==> src/rtl/serial_addsub.sv <==
// serial_addsub: bit-serial two's-complement adder/subtractor.
//
// One operand bit is processed per clock, LSB first, through a single full
// adder and a 1-bit carry register. An operation accepted in IDLE spends
// WIDTH cycles in BUSY and then pulses done for one cycle in DONE.
//
// Optional feature: define SERIAL_ADDSUB_SATURATE_EN to clamp the result to
// the most positive / most negative value on signed overflow.
//
// Ports:
//   clk       - clock, rising edge
//   rst_n     - asynchronous active-low reset
//   start     - operation request, sampled only in IDLE
//   control   - 4'b1000 add, 4'b1001 subtract (num1 - num2), others rejected
//   num1/num2 - two's-complement operands, sampled with start
//   busy      - high while bits are being processed
//   done      - one-cycle pulse, result and flags valid
//   err       - one-cycle pulse on start with an unsupported control code
//   result    - sum or difference, held until the next done
//   carry, overflow, zero, negative - C/V/Z/N flags of the last operation

module serial_addsub #(
    parameter int unsigned WIDTH = 8
) (
    input  logic             clk,
    input  logic             rst_n,
    input  logic             start,
    input  logic [3:0]       control,
    input  logic [WIDTH-1:0] num1,
    input  logic [WIDTH-1:0] num2,
    output logic             busy,
    output logic             done,
    output logic             err,
    output logic [WIDTH-1:0] result,
    output logic             carry,
    output logic             overflow,
    output logic             zero,
    output logic             negative
);

    localparam int unsigned CntW = (WIDTH > 1) ? $clog2(WIDTH) : 1;

    typedef enum logic [1:0] {StIdle, StBusy, StDone} state_e;

    state_e            state_q, state_d;
    logic [WIDTH-1:0]  a_q, a_d;
    logic [WIDTH-1:0]  b_q, b_d;
    logic [WIDTH-1:0]  sum_q, sum_d;
    logic [CntW-1:0]   cnt_q, cnt_d;
    logic              c_q, c_d;
    logic              sub_q, sub_d;
    logic              msb1_q, msb1_d;
    logic              msb2_q, msb2_d;
    logic              err_q, err_d;
    logic [WIDTH-1:0]  result_q, result_d;
    logic              carry_q, carry_d;
    logic              overflow_q, overflow_d;
    logic              zero_q, zero_d;
    logic              negative_q, negative_d;

    logic              supported;
    logic              bb;
    logic              s_bit;
    logic              c_out;
    logic [WIDTH-1:0]  res_raw;
    logic [WIDTH-1:0]  res_fin;
    logic              ovf;

    assign supported = (control[3:1] == 3'b100);

    // Full adder on the current LSBs; subtraction inverts b and seeds carry=1.
    assign bb    = b_q[0] ^ sub_q;
    assign s_bit = a_q[0] ^ bb ^ c_q;
    assign c_out = (a_q[0] & bb) | (c_q & (a_q[0] ^ bb));

    // Value of the sum register once the final (MSB) bit has been shifted in.
    assign res_raw = {s_bit, sum_q[WIDTH-1:1]};
    assign ovf     = (msb1_q ^ s_bit) & ~(msb1_q ^ msb2_q ^ sub_q);

`ifdef SERIAL_ADDSUB_SATURATE_EN
    always_comb begin
        res_fin = res_raw;
        if (ovf) begin
            res_fin = msb1_q ? {1'b1, {(WIDTH-1){1'b0}}} : {1'b0, {(WIDTH-1){1'b1}}};
        end
    end
`else
    assign res_fin = res_raw;
`endif

    always_comb begin
        state_d    = state_q;
        a_d        = a_q;
        b_d        = b_q;
        sum_d      = sum_q;
        cnt_d      = cnt_q;
        c_d        = c_q;
        sub_d      = sub_q;
        msb1_d     = msb1_q;
        msb2_d     = msb2_q;
        err_d      = 1'b0;
        result_d   = result_q;
        carry_d    = carry_q;
        overflow_d = overflow_q;
        zero_d     = zero_q;
        negative_d = negative_q;

        unique case (state_q)
            StIdle: begin
                if (start) begin
                    if (supported) begin
                        a_d     = num1;
                        b_d     = num2;
                        sum_d   = '0;
                        cnt_d   = '0;
                        sub_d   = control[0];
                        c_d     = control[0];
                        msb1_d  = num1[WIDTH-1];
                        msb2_d  = num2[WIDTH-1];
                        state_d = StBusy;
                    end else begin
                        err_d = 1'b1;
                    end
                end
            end
            StBusy: begin
                a_d   = a_q >> 1;
                b_d   = b_q >> 1;
                sum_d = res_raw;
                c_d   = c_out;
                cnt_d = cnt_q + CntW'(1);
                if (cnt_q == CntW'(WIDTH - 1)) begin
                    state_d    = StDone;
                    result_d   = res_fin;
                    carry_d    = c_out;
                    overflow_d = ovf;
                    zero_d     = (res_fin == '0);
                    negative_d = res_fin[WIDTH-1];
                end
            end
            StDone: begin
                state_d = StIdle;
            end
            default: begin
                state_d = StIdle;
            end
        endcase
    end

    always_ff @(posedge clk or negedge rst_n) begin
        if (!rst_n) begin
            state_q    <= StIdle;
            a_q        <= '0;
            b_q        <= '0;
            sum_q      <= '0;
            cnt_q      <= '0;
            c_q        <= 1'b0;
            sub_q      <= 1'b0;
            msb1_q     <= 1'b0;
            msb2_q     <= 1'b0;
            err_q      <= 1'b0;
            result_q   <= '0;
            carry_q    <= 1'b0;
            overflow_q <= 1'b0;
            zero_q     <= 1'b0;
            negative_q <= 1'b0;
        end else begin
            state_q    <= state_d;
            a_q        <= a_d;
            b_q        <= b_d;
            sum_q      <= sum_d;
            cnt_q      <= cnt_d;
            c_q        <= c_d;
            sub_q      <= sub_d;
            msb1_q     <= msb1_d;
            msb2_q     <= msb2_d;
            err_q      <= err_d;
            result_q   <= result_d;
            carry_q    <= carry_d;
            overflow_q <= overflow_d;
            zero_q     <= zero_d;
            negative_q <= negative_d;
        end
    end

    assign busy     = (state_q == StBusy);
    assign done     = (state_q == StDone);
    assign err      = err_q;
    assign result   = result_q;
    assign carry    = carry_q;
    assign overflow = overflow_q;
    assign zero     = zero_q;
    assign negative = negative_q;

endmodule

==> config.mk <==
export PLATFORM = sky130hd
export DESIGN_NAME = serial_addsub
export DESIGN_NICKNAME = d
export VERILOG_FILES = /design/src/rtl/serial_addsub.sv
export SDC_FILE = /design/constraint.sdc
export NUM_CORES = 1
export LEC_CHECK = 0
export CELL_PAD_IN_SITES_DETAIL_PLACEMENT = 0
export CELL_PAD_IN_SITES_GLOBAL_PLACEMENT = 2
export CORE_UTILIZATION = 35
export CTS_CLUSTER_SIZE = 14
export DETAILED_ROUTE_END_ITERATION = 6
export PLACE_DENSITY = 0.84
export SYNTH_ARGS = -nofsm -noshare
export SYNTH_HDL_FRONTEND = slang
export SYNTH_SLANG_ARGS = --single-unit
==> constraint.sdc <==
create_clock -name clk -period 2.5 [get_ports clk]
set_clock_uncertainty 0.2 [all_clocks]
set_input_delay 0.25 -clock clk [delete_from_list [all_inputs] [get_ports clk]]
set_output_delay 0.25 -clock clk [all_outputs]
set_load 0.02 [all_outputs]
== After elaboration in Yosys (flattened, before gate mapping) ==
Index checks and enable logic that the tools add are counted.
Operators by class
  reductions and logical operators: 7
  equality and inequality tests: 7
  add/sub/neg operators: 1
  bitwise operators: 11
  mux-type cells: 22
Operators by type and width (count)
  2-to-1 mux 8 bit: 6
  one-hot mux 8 bit (2 select lines): 3
  AND reduction 3 bit: 3
  logical NOT 8 bit: 1
  equality test 3 bit (second input constant): 2
  2-to-1 mux 2 bit: 3
  2-to-1 mux 3 bit: 2
  one-hot mux 3 bit (2 select lines): 1
  XOR 1 bit: 6
  2-to-1 mux 1 bit: 5
  inequality test 2 bit (second input constant): 2
  one-hot mux 2 bit (2 select lines): 1
  adder 3 x 1 -> 3 bit (second input constant): 1
  AND 1 bit: 3
  equality test 2 x 1 -> 1 bit (second input constant): 1
  equality test 2 bit (second input constant): 1
  logical NOT 2 bit: 1
  inequality test 2 x 1 -> 1 bit (second input constant): 1
  one-hot mux 1 bit (2 select lines): 1
  AND reduction 2 bit: 1
  nonzero test 2 bit: 1
  inverter 1 bit: 1
  bitwise OR 1 bit: 1
Word-level totals
  word-level logic and storage cells: 63
  register bits after elaboration: 46
  output and inout bits: 15

== Longest topological paths before layout ==
  depth after elaboration: 5
  gate-level depth with buffers: 6
  depth with buffers taken out: 5

== Worst setup path after synthesis ==
OpenSTA, ideal clock, no wires.
  path kind: reg-to-reg
  from: register sub_q
  to: register overflow_q, in the netlist overflow
  data required time: 2.218 ns
  path slack: 0.675 ns
  data arrival time: 1.543 ns
  library setup time: 0.082 ns
  stages on the path, launching flop included: 5
  cells stage by stage: dfrtp_1 -> xnor2_1 -> fa_1 -> or3_1 -> a31oi_1
On the way
  word-level cells in the longest chain between the ends: 5
Ends and longest elaborated chain
  start: declaration: RTL line 51  | logic sub_q, sub_d;
  start signal: assignment: RTL line 174  | sub_q <= sub_d;
  XOR 1 bit: RTL line 72  | assign bb = b_q[0] ^ sub_q;
  XOR 1 bit (2 in a row): RTL line 73  | assign s_bit = a_q[0] ^ bb ^ c_q;
  XOR 1 bit: RTL line 78  | assign ovf = (msb1_q ^ s_bit) & ~(msb1_q ^ msb2_q ^ sub_q);
  AND 1 bit *: RTL line 78
  end signal: assignment: RTL line 180  | overflow_q <= overflow_d;
  end: declaration: RTL line 57  | logic overflow_q, overflow_d;
Every way passes the cells marked *; elsewhere a longest branch is shown, timed or not.
A chain may end at the register's enable or synchronous reset.

== Final worst setup path ==
  from: register state_q[0]
  to: output port busy
On the way
  word-level cells in the longest chain between the ends: 1
Ends and longest elaborated chain
  start: declaration: RTL line 45  | state_e state_q, state_d;
  start signal: assignment: RTL line 152  | state_q <= StIdle;
  start signal: assignment: RTL line 168  | state_q <= state_d;
  equality test 2 x 1 -> 1 bit: RTL line 186  | assign busy = (state_q == StBusy);
  end: declaration: RTL line 31  | output logic busy,
Every way passes these cells.

==> metrics <==
Least-Margin Pin Slew 956 ps; Post-CTS Setup Bufs 0; gate family responsible for the most delay along the worst path buffers and inverters; area inside the core boundary 0.00551 mm^2; maximum number of pins on one net before global-route repair 45; number of clock buffers inserted by TritonCTS 5; number of sinks handled by clock tree synthesis 44; clock latency on the worst-skew pair between 200 and 300 ps; minimum setup slack after placement 390 ps; worst flop-to-flop path endpoint zero$_DFFE_PN0P_; post-CTS clock slew at the launch and capture registers of the worst setup and hold paths 80 ps; ordered list of cells on the worst path nand2b_1 > inv_1 > clkdlybuf4s50_1; worst path arrival time roughly 1900 ps; HPWL after DPL 2.46 mm; io pins 38; starting DRC count in detailed routing 53; vias per cell 4.72; Min-Delay Path Class register to register; relative area change from synthesis to final layout 26.1%; stage delay of the slowest cell on the critical path 650 ps; CTS Buffer Depth 2; crit path setup slack, layout 186 ps; R2R cell count 5; commonest cells after routing, fill and taps aside dfrtp_1, clkdlybuf4s50_1, mux2_2, a22o_1, mux2_4; cell depth of the worst hold path 1; final-report max-slew violation count 0; startpoint of the lowest-slack register-to-register path sub_q$_DFFE_PN0P_; Critical Path Start state_q[0]$_DFFE_PN0P_; clock period minus final worst setup slack 2310 ps; Crit. End Element output pin; FILL cells 497; overall die width 77.7 um; global-route wire length before repair 6.25 mm; Max VDD drop between 0.4 and 0.5 mV; count of input and output buffers 37; TritonRoute pass-1 iters 3; number of levels the H-tree was split into 2; global-route usage over all layers approximately an eighth; count of synthesis-stage warnings from yosys 0; leakage component of the power 0.00113 uW; number of failing setup endpoints in the final timing report 0; number of nets still failing antenna checks after routing 0; total standard cell area after synthesis 0.00201 mm^2; total buffers and inverters traversed by the critical path 2; worst rel slew slack 36.2%; synthesized net count between 150 and 200; RSZ-0062 raised after global routing false; power density over the cells about 1300 mW/mm^2; sequential element share of the synthesized area about 55%; average wire length per cell after detail routing roughly 14 um; Via Count 1,200; register bit total from synthesis 44; die height 77.7 um; sink of the worst hold path cnt_q[0]$_DFFE_PN0P_; TritonCTS clock tree yes; largest driver fanout on the critical path 12; nets@finish between 200 and 250; maximum operating frequency 0.432 GHz; worst-path cell with the longest stage delay dfrtp_1; number of rows in the core area 27; placer's final routability congestion estimate 0.719; CTS Root Buffer Type clkbuf_8; CP Launch Type register; run status finished clean; effective utilization at floorplan 36.4%; Total Negative Setup Slacks 0 ps; MaxCap Viol Count 0; sum of routed wire length over all layers 3.56 mm; Synth Instances 140; worst hold path startpoint cnt_q[0]$_DFFE_PN0P_; Crit Path Class register to output pin; overflow left after global routing 0; antenna violations before repair 0; Die Outline Area 0.00604 mm^2; average size of a mapped cell 14.3 um^2; setup slack, reg-to-reg approximately 560 ps; Antenna Diode Count 0; final period utilization 92.5%; number of distinct library cell variants in the gate-level netlist after synthesis 32; vias in the first global route between 1k and 1.5k; DRC violations left 0; fraction of layout cells with a size suffix above 1 29.1%; final hold viol count 0; most common cell after layout, fill and taps aside dfrtp_1; endpoint required time on the critical path 2050 ps
==> synthesized netlist by cell type <==
| cell | number | area [um^2] |
|---|---|---|
| dfrtp_1 | 44 | 1100 |
| mux2_2 | 29 | 327 |
| a22o_1 | 10 | 87.6 |
| mux2_4 | 7 | 105 |
| nand2_1 | 6 | 22.5 |
| inv_1 | 5 | 18.8 |
| o21ai_0 | 4 | 20.0 |
| a21oi_1 | 3 | 15.0 |
| buf_4 | 3 | 22.5 |
| mux2i_1 | 3 | 30.0 |
| nor2_1 | 3 | 11.3 |
| buf_2 | 2 | 10.0 |
| ha_1 | 2 | 25.0 |
| a21o_2 | 1 | 8.76 |
| a21oi_4 | 1 | 16.3 |
| a31oi_1 | 1 | 6.26 |
| buf_1 | 1 | 3.75 |
| buf_12 | 1 | 20.0 |
| fa_1 | 1 | 20.0 |
| nand2b_1 | 1 | 6.26 |
| nand3_1 | 1 | 5.00 |
| nand3b_4 | 1 | 20.0 |
| nand4bb_4 | 1 | 27.5 |
| nor2b_1 | 1 | 6.26 |
| nor3_4 | 1 | 16.3 |
| nor4_1 | 1 | 6.26 |
| nor4b_1 | 1 | 8.76 |
| o21bai_1 | 1 | 7.51 |
| o2bb2ai_1 | 1 | 8.76 |
| or3_1 | 1 | 6.26 |
| xnor2_1 | 1 | 8.76 |
| xor2_1 | 1 | 8.76 |
==> what timing repair did <==
action                    CTS  global route
hold endpoints to repair   44             0
gates resized for setup     0             0
hold buffers                1             0
==> how the worst max path moves through the flow <==
| stage | end | slack [ps] | cells past startpoint |
|---|---|---|---|
| 6_report | busy | 190 | 3 |
| 3_5_place_dp | b_q[2]$_DFFE_PN0P_ | 390 | 5 |
| 3_3_place_gp | b_q[1]$_DFFE_PN0P_ | 440 | 5 |
| 5_1_grt | busy | 90 | 3 |
| 4_1_cts | busy | 150 | 3 |
| 2_1_floorplan | overflow$_DFFE_PN0P_ | 670 | 4 |
==> metal layers <==
metal  global-route usage (%)  up-vias  share of wire, %
met5                        0        -                 0
met2                     21.0       31                47
met3                     4.47        5               4.7
li1                         -      581                 -
met1                     17.6      583                47
met4                     3.40        0               1.2
==> cell families after synthesis <==
| group | Yosys count | share of synthesized area, % |
|---|---|---|
| XOR/XNOR | 2 | 0.873 |
| multiplexers | 39 | 23.0 |
| AND/OR/NAND/NOR | 18 | 6.80 |
| adder cells (fa/ha/maj) | 3 | 2.24 |
| buffers and inverters | 12 | 3.74 |
| flip-flops | 44 | 54.9 |
| AO/OA/AOI/OAI | 22 | 8.48 |
==> final cells by class <==
class	instances	area, um^2	share of cell area [%]
Timing Repair Buffer	41	398	15.7
Tap cell	72	90.1	3.56
Clock inverter	2	10.0	0.395
Inverter	5	18.8	0.741
Sequential cell	44	1100	43.5
Clock buffer	6	82.6	3.26
Multi-Input combinational cell	84	831	32.8
==> stage by stage <==
stage | total power (uW) | util (%) | cells | hold slack, ps | cell area [um^2]
after global placement | 2720 | 44.1 | 245 | 244 | 2430
after global routing | 3430 | 46.0 | 254 | 314 | 2530
after floorplan | 2320 | - | 140 | -246 | 2010
after CTS | 3250 | 46.0 | 254 | 286 | 2530
final | 3200 | 46.0 | 254 | 283 | 2530
after detailed placement | 2770 | 44.1 | 245 | 258 | 2430
==> registers in the layout, summed over array words and instances, names as in the netlist <==
name	flops
sum_q	7
a_q	8
b_q	8
sub_q	1
carry	1
c_q	1
zero	1
err	1
msb1_q	1
result	8
overflow	1
state_q	2
msb2_q	1
cnt_q	3
==> where the power goes <==
part | switching [uW] | internal (uW) | leakage (uW)
registers | 230 | 1040 | 0.000543
logic | 636 | 834 | 0.000539
clock network | 239 | 221 | 0.0000510
(Power assumes the default switching activity.)
